## src/rtl/uart_rx_ext_if.sv

```systemverilog
// uart_rx_ext_if
//   Bundles the serial-side inputs and byte-side outputs of uart_rx_ext.
//   Ports (signals):
//     i_tick       oversampling strobe, one clock wide
//     i_rx         raw serial line, idle high
//     o_rx_data    last received word, right-justified
//     o_rx_valid   one-clock pulse per completed frame
//     o_parity_err parity mismatch in the last frame
//     o_frame_err  a stop bit was sampled low in the last frame
//     o_break      the last frame was a break condition
//   Modports:
//     master  upstream side: drives tick/line, observes the results
//     slave   the receiver itself
interface uart_rx_ext_if #(
   parameter int NB_DATA = 8
);
   logic               i_tick;
   logic               i_rx;
   logic [NB_DATA-1:0] o_rx_data;
   logic               o_rx_valid;
   logic               o_parity_err;
   logic               o_frame_err;
   logic               o_break;

   modport master (
      output i_tick,
      output i_rx,
      input  o_rx_data,
      input  o_rx_valid,
      input  o_parity_err,
      input  o_frame_err,
      input  o_break
   );

   modport slave (
      input  i_tick,
      input  i_rx,
      output o_rx_data,
      output o_rx_valid,
      output o_parity_err,
      output o_frame_err,
      output o_break
   );
endinterface

```

## src/rtl/uart_rx_ext.sv

```systemverilog
// uart_rx_ext
//   Parametrised oversampling UART receiver: NB_DATA data bits (LSB first),
//   optional even/odd parity, NB_STOP stop bits, OVERSAMPLE ticks per bit.
//   The line is synchronised by two flops, each bit is decided by a 3-sample
//   majority vote at the end of its bit period, false starts are rejected at
//   mid-start, and parity/framing/break errors are reported per frame.
//   Ports:
//     i_clk      system clock, rising edge
//     i_reset_n  asynchronous active-low reset
//     bus        uart_rx_ext_if.slave (i_tick, i_rx in; data/valid/flags out)
module uart_rx_ext #(
   parameter int NB_DATA    = 8,
   parameter int NB_STOP    = 1,
   parameter int PARITY_EN  = 0,
   parameter int PARITY_ODD = 0,
   parameter int OVERSAMPLE = 16
) (
   input  logic         i_clk,
   input  logic         i_reset_n,
   uart_rx_ext_if.slave bus
);

   localparam int CNT_W = $clog2(OVERSAMPLE);
   localparam int BIT_W = $clog2(NB_DATA);

   localparam logic [CNT_W-1:0] CNT_ONE  = CNT_W'(1);
   localparam logic [CNT_W-1:0] CNT_HALF = CNT_W'(OVERSAMPLE / 2 - 1);
   localparam logic [CNT_W-1:0] CNT_S0   = CNT_W'(OVERSAMPLE - 3);
   localparam logic [CNT_W-1:0] CNT_S1   = CNT_W'(OVERSAMPLE - 2);
   localparam logic [CNT_W-1:0] CNT_LAST = CNT_W'(OVERSAMPLE - 1);
   localparam logic [BIT_W-1:0] BIT_ONE  = BIT_W'(1);
   localparam logic [BIT_W-1:0] BIT_LAST = BIT_W'(NB_DATA - 1);
   localparam logic             STOP_LAST = 1'(NB_STOP - 1);
   localparam logic             PAR_EN    = 1'(PARITY_EN);
   localparam logic             PAR_ODD   = 1'(PARITY_ODD);

   localparam logic [2:0] ST_IDLE   = 3'd0;
   localparam logic [2:0] ST_START  = 3'd1;
   localparam logic [2:0] ST_DATA   = 3'd2;
   localparam logic [2:0] ST_PARITY = 3'd3;
   localparam logic [2:0] ST_STOP   = 3'd4;

   // Majority of three line samples.
   function automatic logic maj3(input logic a, input logic b, input logic c);
      return (a & b) | (a & c) | (b & c);
   endfunction

   // Parity check result: 1 means mismatch for the selected parity sense.
   function automatic logic parity_bad(input logic [NB_DATA-1:0] data,
                                       input logic par_bit,
                                       input logic odd);
      return (^data) ^ par_bit ^ odd;
   endfunction

   logic               rx_meta_r;
   logic               rx_sync_r;
   logic               rx_s;
   logic [2:0]         state_r;
   logic [CNT_W-1:0]   cnt_r;
   logic [BIT_W-1:0]   bit_cnt_r;
   logic               stop_cnt_r;
   logic [NB_DATA-1:0] shift_r;
   logic [1:0]         samp_r;
   logic               par_bit_r;
   logic               par_err_r;
   logic               stop_err_r;
   logic [NB_DATA-1:0] rx_data_r;
   logic               rx_valid_r;
   logic               parity_err_r;
   logic               frame_err_r;
   logic               break_r;

   logic               vote_s;
   logic [NB_DATA-1:0] shift_next_s;
   logic               frame_err_next_s;
   logic               break_next_s;

   assign rx_s = rx_sync_r;

   // Two-flop synchroniser for the asynchronous line; idles high out of reset.
   always_ff @(posedge i_clk or negedge i_reset_n) begin
      if (!i_reset_n) begin
         rx_meta_r <= 1'b1;
         rx_sync_r <= 1'b1;
      end else begin
         rx_meta_r <= bus.i_rx;
         rx_sync_r <= rx_meta_r;
      end
   end

   // Bit decision and the values a frame completion would commit.
   always_comb begin
      vote_s           = maj3(samp_r[0], samp_r[1], rx_s);
      shift_next_s     = {vote_s, shift_r[NB_DATA-1:1]};
      frame_err_next_s = stop_err_r | ~vote_s;
      // Break needs an all-zero word, a zero parity bit (if any) and a low stop.
      if ((shift_r == {NB_DATA{1'b0}}) && (!PAR_EN || !par_bit_r)) begin
         break_next_s = frame_err_next_s;
      end else begin
         break_next_s = 1'b0;
      end
   end

   // Receive FSM, tick/bit/stop counters, shift register and output registers.
   always_ff @(posedge i_clk or negedge i_reset_n) begin
      if (!i_reset_n) begin
         state_r      <= ST_IDLE;
         cnt_r        <= {CNT_W{1'b0}};
         bit_cnt_r    <= {BIT_W{1'b0}};
         stop_cnt_r   <= 1'b0;
         shift_r      <= {NB_DATA{1'b0}};
         samp_r       <= 2'b00;
         par_bit_r    <= 1'b0;
         par_err_r    <= 1'b0;
         stop_err_r   <= 1'b0;
         rx_data_r    <= {NB_DATA{1'b0}};
         rx_valid_r   <= 1'b0;
         parity_err_r <= 1'b0;
         frame_err_r  <= 1'b0;
         break_r      <= 1'b0;
      end else begin
         rx_valid_r <= 1'b0;
         case (state_r)
            ST_IDLE: begin
               // Edge detection runs every clock, not only on ticks.
               if (!rx_s) begin
                  state_r <= ST_START;
                  cnt_r   <= {CNT_W{1'b0}};
               end
            end
            ST_START: begin
               if (bus.i_tick) begin
                  if (cnt_r == CNT_HALF) begin
                     cnt_r <= {CNT_W{1'b0}};
                     if (rx_s) begin
                        // Line back high at mid-start: a glitch, not a frame.
                        state_r <= ST_IDLE;
                     end else begin
                        state_r    <= ST_DATA;
                        bit_cnt_r  <= {BIT_W{1'b0}};
                        stop_cnt_r <= 1'b0;
                        par_bit_r  <= 1'b0;
                        par_err_r  <= 1'b0;
                        stop_err_r <= 1'b0;
                     end
                  end else begin
                     cnt_r <= cnt_r + CNT_ONE;
                  end
               end
            end
            ST_DATA, ST_PARITY, ST_STOP: begin
               if (bus.i_tick) begin
                  if (cnt_r == CNT_S0) begin
                     samp_r[0] <= rx_s;
                  end
                  if (cnt_r == CNT_S1) begin
                     samp_r[1] <= rx_s;
                  end
                  if (cnt_r == CNT_LAST) begin
                     cnt_r <= {CNT_W{1'b0}};
                     case (state_r)
                        ST_DATA: begin
                           // First bit on the line ends up in bit 0.
                           shift_r <= shift_next_s;
                           if (bit_cnt_r == BIT_LAST) begin
                              bit_cnt_r <= {BIT_W{1'b0}};
                              state_r   <= PAR_EN ? ST_PARITY : ST_STOP;
                           end else begin
                              bit_cnt_r <= bit_cnt_r + BIT_ONE;
                           end
                        end
                        ST_PARITY: begin
                           par_bit_r <= vote_s;
                           par_err_r <= parity_bad(shift_r, vote_s, PAR_ODD);
                           state_r   <= ST_STOP;
                        end
                        ST_STOP: begin
                           if (stop_cnt_r == STOP_LAST) begin
                              // Complete at mid-stop so a back-to-back start
                              // edge is caught straight away.
                              rx_data_r    <= shift_r;
                              parity_err_r <= par_err_r;
                              frame_err_r  <= frame_err_next_s;
                              break_r      <= break_next_s;
                              rx_valid_r   <= 1'b1;
                              stop_cnt_r   <= 1'b0;
                              stop_err_r   <= 1'b0;
                              state_r      <= ST_IDLE;
                           end else begin
                              stop_err_r <= frame_err_next_s;
                              stop_cnt_r <= stop_cnt_r + 1'b1;
                           end
                        end
                        default: begin
                           state_r <= ST_IDLE;
                        end
                     endcase
                  end else begin
                     cnt_r <= cnt_r + CNT_ONE;
                  end
               end
            end
            default: begin
               state_r <= ST_IDLE;
               cnt_r   <= {CNT_W{1'b0}};
            end
         endcase
      end
   end

   assign bus.o_rx_data    = rx_data_r;
   assign bus.o_rx_valid   = rx_valid_r;
   assign bus.o_parity_err = parity_err_r;
   assign bus.o_frame_err  = frame_err_r;
   assign bus.o_break      = break_r;

endmodule

```

## src/flat_wrapper.sv

```systemverilog
// flat-port wrapper written by rule: the top's interface ports become plain ports
module uart_rx_ext_flat 
#(
   parameter int NB_DATA    = 8,
   parameter int NB_STOP    = 1,
   parameter int PARITY_EN  = 0,
   parameter int PARITY_ODD = 0,
   parameter int OVERSAMPLE = 16
)
  (i_clk, i_reset_n, bus_i_tick, bus_i_rx, bus_o_rx_data, bus_o_rx_valid, bus_o_parity_err, bus_o_frame_err, bus_o_break);
  uart_rx_ext_if #(.NB_DATA(NB_DATA)) bus_i ();
  input  logic i_clk;
  input  logic i_reset_n;
  input wire logic [$bits(bus_i.i_tick)-1:0] bus_i_tick;
  input wire logic [$bits(bus_i.i_rx)-1:0] bus_i_rx;
  output wire logic [$bits(bus_i.o_rx_data)-1:0] bus_o_rx_data;
  output wire logic [$bits(bus_i.o_rx_valid)-1:0] bus_o_rx_valid;
  output wire logic [$bits(bus_i.o_parity_err)-1:0] bus_o_parity_err;
  output wire logic [$bits(bus_i.o_frame_err)-1:0] bus_o_frame_err;
  output wire logic [$bits(bus_i.o_break)-1:0] bus_o_break;
  assign bus_i.i_tick = bus_i_tick;
  assign bus_i.i_rx = bus_i_rx;
  assign bus_o_rx_data = bus_i.o_rx_data;
  assign bus_o_rx_valid = bus_i.o_rx_valid;
  assign bus_o_parity_err = bus_i.o_parity_err;
  assign bus_o_frame_err = bus_i.o_frame_err;
  assign bus_o_break = bus_i.o_break;
  uart_rx_ext #(.NB_DATA(NB_DATA), .NB_STOP(NB_STOP), .PARITY_EN(PARITY_EN), .PARITY_ODD(PARITY_ODD), .OVERSAMPLE(OVERSAMPLE)) u_core (.i_clk(i_clk), .i_reset_n(i_reset_n), .bus(bus_i));
endmodule
```

## config.mk

```make
export PLATFORM = sky130hd
export DESIGN_NAME = uart_rx_ext_flat
export DESIGN_NICKNAME = d
export VERILOG_FILES = /design/src/rtl/uart_rx_ext_if.sv /design/src/rtl/uart_rx_ext.sv /design/src/flat_wrapper.sv
export SDC_FILE = /design/constraint.sdc
export NUM_CORES = 1
export LEC_CHECK = 0
export CORE_MARGIN = 1
export CORE_UTILIZATION = 51
export DETAILED_ROUTE_END_ITERATION = 16
export PLACE_DENSITY = 0.75
export SKIP_LAST_GASP = 1
export SLEW_MARGIN = 20
export SYNTH_ARGS = -nofsm -noshare
export SYNTH_HDL_FRONTEND = slang
export SYNTH_SLANG_ARGS = --single-unit
export TNS_END_PERCENT = 50
```

## constraint.sdc

```tcl
create_clock -name i_clk -period 1.8 [get_ports i_clk]
set_clock_uncertainty 0.1 [all_clocks]
set_input_delay 0.36 -clock i_clk [delete_from_list [all_inputs] [get_ports i_clk]]
set_output_delay 0.36 -clock i_clk [all_outputs]
set_load 0.005 [all_outputs]
```

==> impl_metrics.json <==
{
  "cts_tree": "built",
  "place_congestion": 0.797,
  "violations": "setup timing",
  "synth_edf_count": 0,
  "antenna_found_initial": 0,
  "crit_path_end_kind": "flip-flop",
  "reg2reg_slack_ns": -0.04,
  "cts-root-buf": "clkbuf_4",
  "path_class": "flip-flop to flip-flop",
  "p_per_area_nw_per_um2": 1140,
  "path_cells": "or3_4, nand3_2, nor3b_4, mux2_4",
  "drt-pass1-iter-count": 4,
  "final_antenna_net_count": 0,
  "clk_latency_ns": 0.34,
  "drv_cap": 0,
  "final_area_um2": 2330,
  "design.die.area_um2": 3760,
  "hp-class": "flip-flop to flip-flop",
  "critPathTopFamily": "simple AND/OR/NAND/NOR gates",
  "rr_endpoint": "u_core.state_r[1]$_DFFE_PN0P_",
  "fp.dieH_um": 61.3,
  "dp_hpwl_um": 2590,
  "core_um2": 3360,
  "setup_viol_count_final": 6,
  "tns_ns": -0.134,
  "ios": 16,
  "clk_pin_slew_ns": 0.11,
  "fin_crit_sh": 1.02,
  "syn_area_per_cell_um2": 10.4,
  "fp.dieW_um": 61.3,
  "drt-total-wl_um": 3700,
  "peakVddDrop_mv": 0.789,
  "yosys_register_bits": 35,
  "syn_inst": 173,
  "port_buffers": 15,
  "htreeDepth": 2,
  "cp_slowest_cell": "dfrtp_2",
  "place_ws_ns": -0.288,
  "crit_buf_inv": 0,
  "grt_pass1_vias": 1328,
  "final-max-slew-violation-count": 0,
  "crit_path_end": "u_core.state_r[1]$_DFFE_PN0P_",
  "initial_core_util": 0.534,
  "placed_area_um2": 2140,
  "syn-num-nets": 186,
  "grt_use_total": 0.208,
  "r2r_start": "u_core.state_r[0]$_DFFE_PN0P_",
  "routed_via_density": 5.35,
  "ys_seq_area_frac": 0.489,
  "required_ns": 1.93,
  "clock_sinks": 35,
  "grt_max_degree": 36,
  "mostFrequentLayoutCells": "nand2_1 (29), dfrtp_1 (29), buf_4 (23), o21ai_0 (20), clkdlybuf4s50_1 (15)",
  "cts_buffers": 5,
  "period_minus_slack_ns": 1.84,
  "leakagePower_uw": 0.00108,
  "synth_cell_types": 38,
  "wl_per_cell_um": 14.1,
  "critPathLaunchType": "flip-flop",
  "async_flop_share": 1.00,
  "syn_area_um2": 1800,
  "num_antenna_cells": 0,
  "rsz0062_at_grt": "yes",
  "yosys_warnings": 0,
  "drc": 0,
  "hold_viol_final": 0,
  "layout_setup_ws_ns": -0.0363,
  "grt_overflow": 0,
  "cp_num_cells": 4,
  "timing.fmax_mhz": 545,
  "rows": 21,
  "drive_gt1_frac": 0.301,
  "vias": 1402,
  "p_total_uw": 2660,
  "fillers": 251,
  "grt_first_pass_wirelength_um": 5530,
  "num-nets-final": 228,
  "utilization": 0.692,
  "critical_path.max_fanout": 3,
  "arrival_ns": 1.97,
  "syn_to_final_growth_pct": 29.6,
  "drt_iter0_markers": 56,
  "crit_start": "u_core.state_r[0]$_DFFE_PN0P_",
  "status": "finished, violations left",
  "slowest_delay_ns": 0.48,
  "synth_flop_cell": "dfrtp_1",
  "clockBufferDepth": 2,
  "slew_headroom": 0.725,
  "max_slew.worst_pin.slew_ns": 0.412,
  "ff2ff_path_depth": 4
}
==> metal layers <==
layer,share of wire,vias to the layer above,GRT usage
met5,0,-,0
met4,0.0065,0,0.0857
met3,0.043,2,0.0693
met1,0.42,691,0.242
met2,0.53,35,0.356
li1,-,674,-
==> worst min-delay path by stage <==
stage,start,end,slack [ns],cells after the start
4_1_cts,u_core.rx_meta_r$_DFF_PN1_,u_core.rx_s$_DFF_PN1_,0.27,0
3_5_place_dp,u_core.rx_meta_r$_DFF_PN1_,u_core.rx_s$_DFF_PN1_,0.25,0
2_1_floorplan,i_reset_n,u_core.bit_cnt_r[0]$_DFFE_PN0P_,-0.04,0
3_3_place_gp,u_core.rx_meta_r$_DFF_PN1_,u_core.rx_s$_DFF_PN1_,0.25,0
6_report,u_core.rx_meta_r$_DFF_PN1_,u_core.rx_s$_DFF_PN1_,0.27,0
5_1_grt,u_core.rx_meta_r$_DFF_PN1_,u_core.rx_s$_DFF_PN1_,0.27,0
==> power breakdown <==
part / leakage, uW / switching (uW) / total [uW] / internal (uW)
combinational: 0.000581 / 580 / 1260 / 683
clock: 0.0000322 / 261 / 414 / 153
sequential: 0.000471 / 119 / 985 / 865
total: 0.00108 / 961 / 2660 / 1700
==> Yosys cell counts, types with 3 or more instances <==
cell | number | area [um^2]
a21oi_1 | 3 | 15.0
buf_6 | 3 | 33.8
clkbuf_1 | 3 | 11.3
dfrtp_1 | 33 | 826
ha_1 | 9 | 113
inv_1 | 14 | 52.6
mux2_2 | 5 | 56.3
nand2_1 | 29 | 109
nand3_1 | 9 | 45.0
nor2_1 | 4 | 15.0
nor3_1 | 3 | 15.0
o21ai_0 | 20 | 100
o31ai_1 | 3 | 22.5
xnor2_1 | 3 | 26.3
==> flip-flops by register name, summed over array words and instances, names as in the netlist <==
signal,count
u_core.bus.o_rx_data,8
u_core.shift_r,8
u_core.cnt_r,4
u_core.bit_cnt_r,3
u_core.state_r,3
u_core.samp_r,2
u_core.bus.o_break,1
u_core.bus.o_frame_err,1
u_core.bus.o_parity_err,1
u_core.bus.o_rx_valid,1
u_core.par_err_r,1
u_core.rx_meta_r,1
u_core.rx_s,1
==> cell families after synthesis <==
kind of cell | share of synthesized area
AOI/OAI and AO/OA | 0.121
xor gates and xnor gates | 0.0195
adders and majority gates | 0.0683
buffers and inverters | 0.0571
DFF | 0.489
muxes | 0.0376
and+or+nand+nor | 0.207
==> repair_timing <==
| item | 4_1_cts | 5_1_grt |
|---|---|---|
| buffers inserted | 2 | 5 |
| endpoints found under the setup margin | 5 | 10 |
| pin swaps | 1 | 6 |
| hold buffers | 0 | 0 |
| cloned | 0 | 0 |
| endpoints found under the hold margin | 0 | 0 |
| resized for setup | 7 | 12 |
==> cell type report <==
type	count	area, um^2	area share
multi-input combinational	117	885	0.380
sequential	35	883	0.380
timing repair buffer	42	394	0.169
tap	46	57.6	0.0247
inverter	14	52.6	0.0226
clock buffer	6	41.3	0.0177
clock inverter	2	13.8	0.00591
==> worst reg2reg max path: cells and delay by family, from the launching register on <==
kind,cells,cell delay (ns)
DFF,1,0.48
muxes,1,0.34
and+or+nand+nor,3,0.82
==> per-stage QoR <==
| stage | instances | hold slack, ns |
|---|---|---|
| after floorplan | 173 | -0.0356 |
| after detailed placement | 247 | 0.253 |
| final | 262 | 0.266 |
| after global routing | 262 | 0.273 |
| after CTS | 257 | 0.269 |
| after global placement | 247 | 0.245 |
Note: power is estimated with default switching activity, not from simulation.
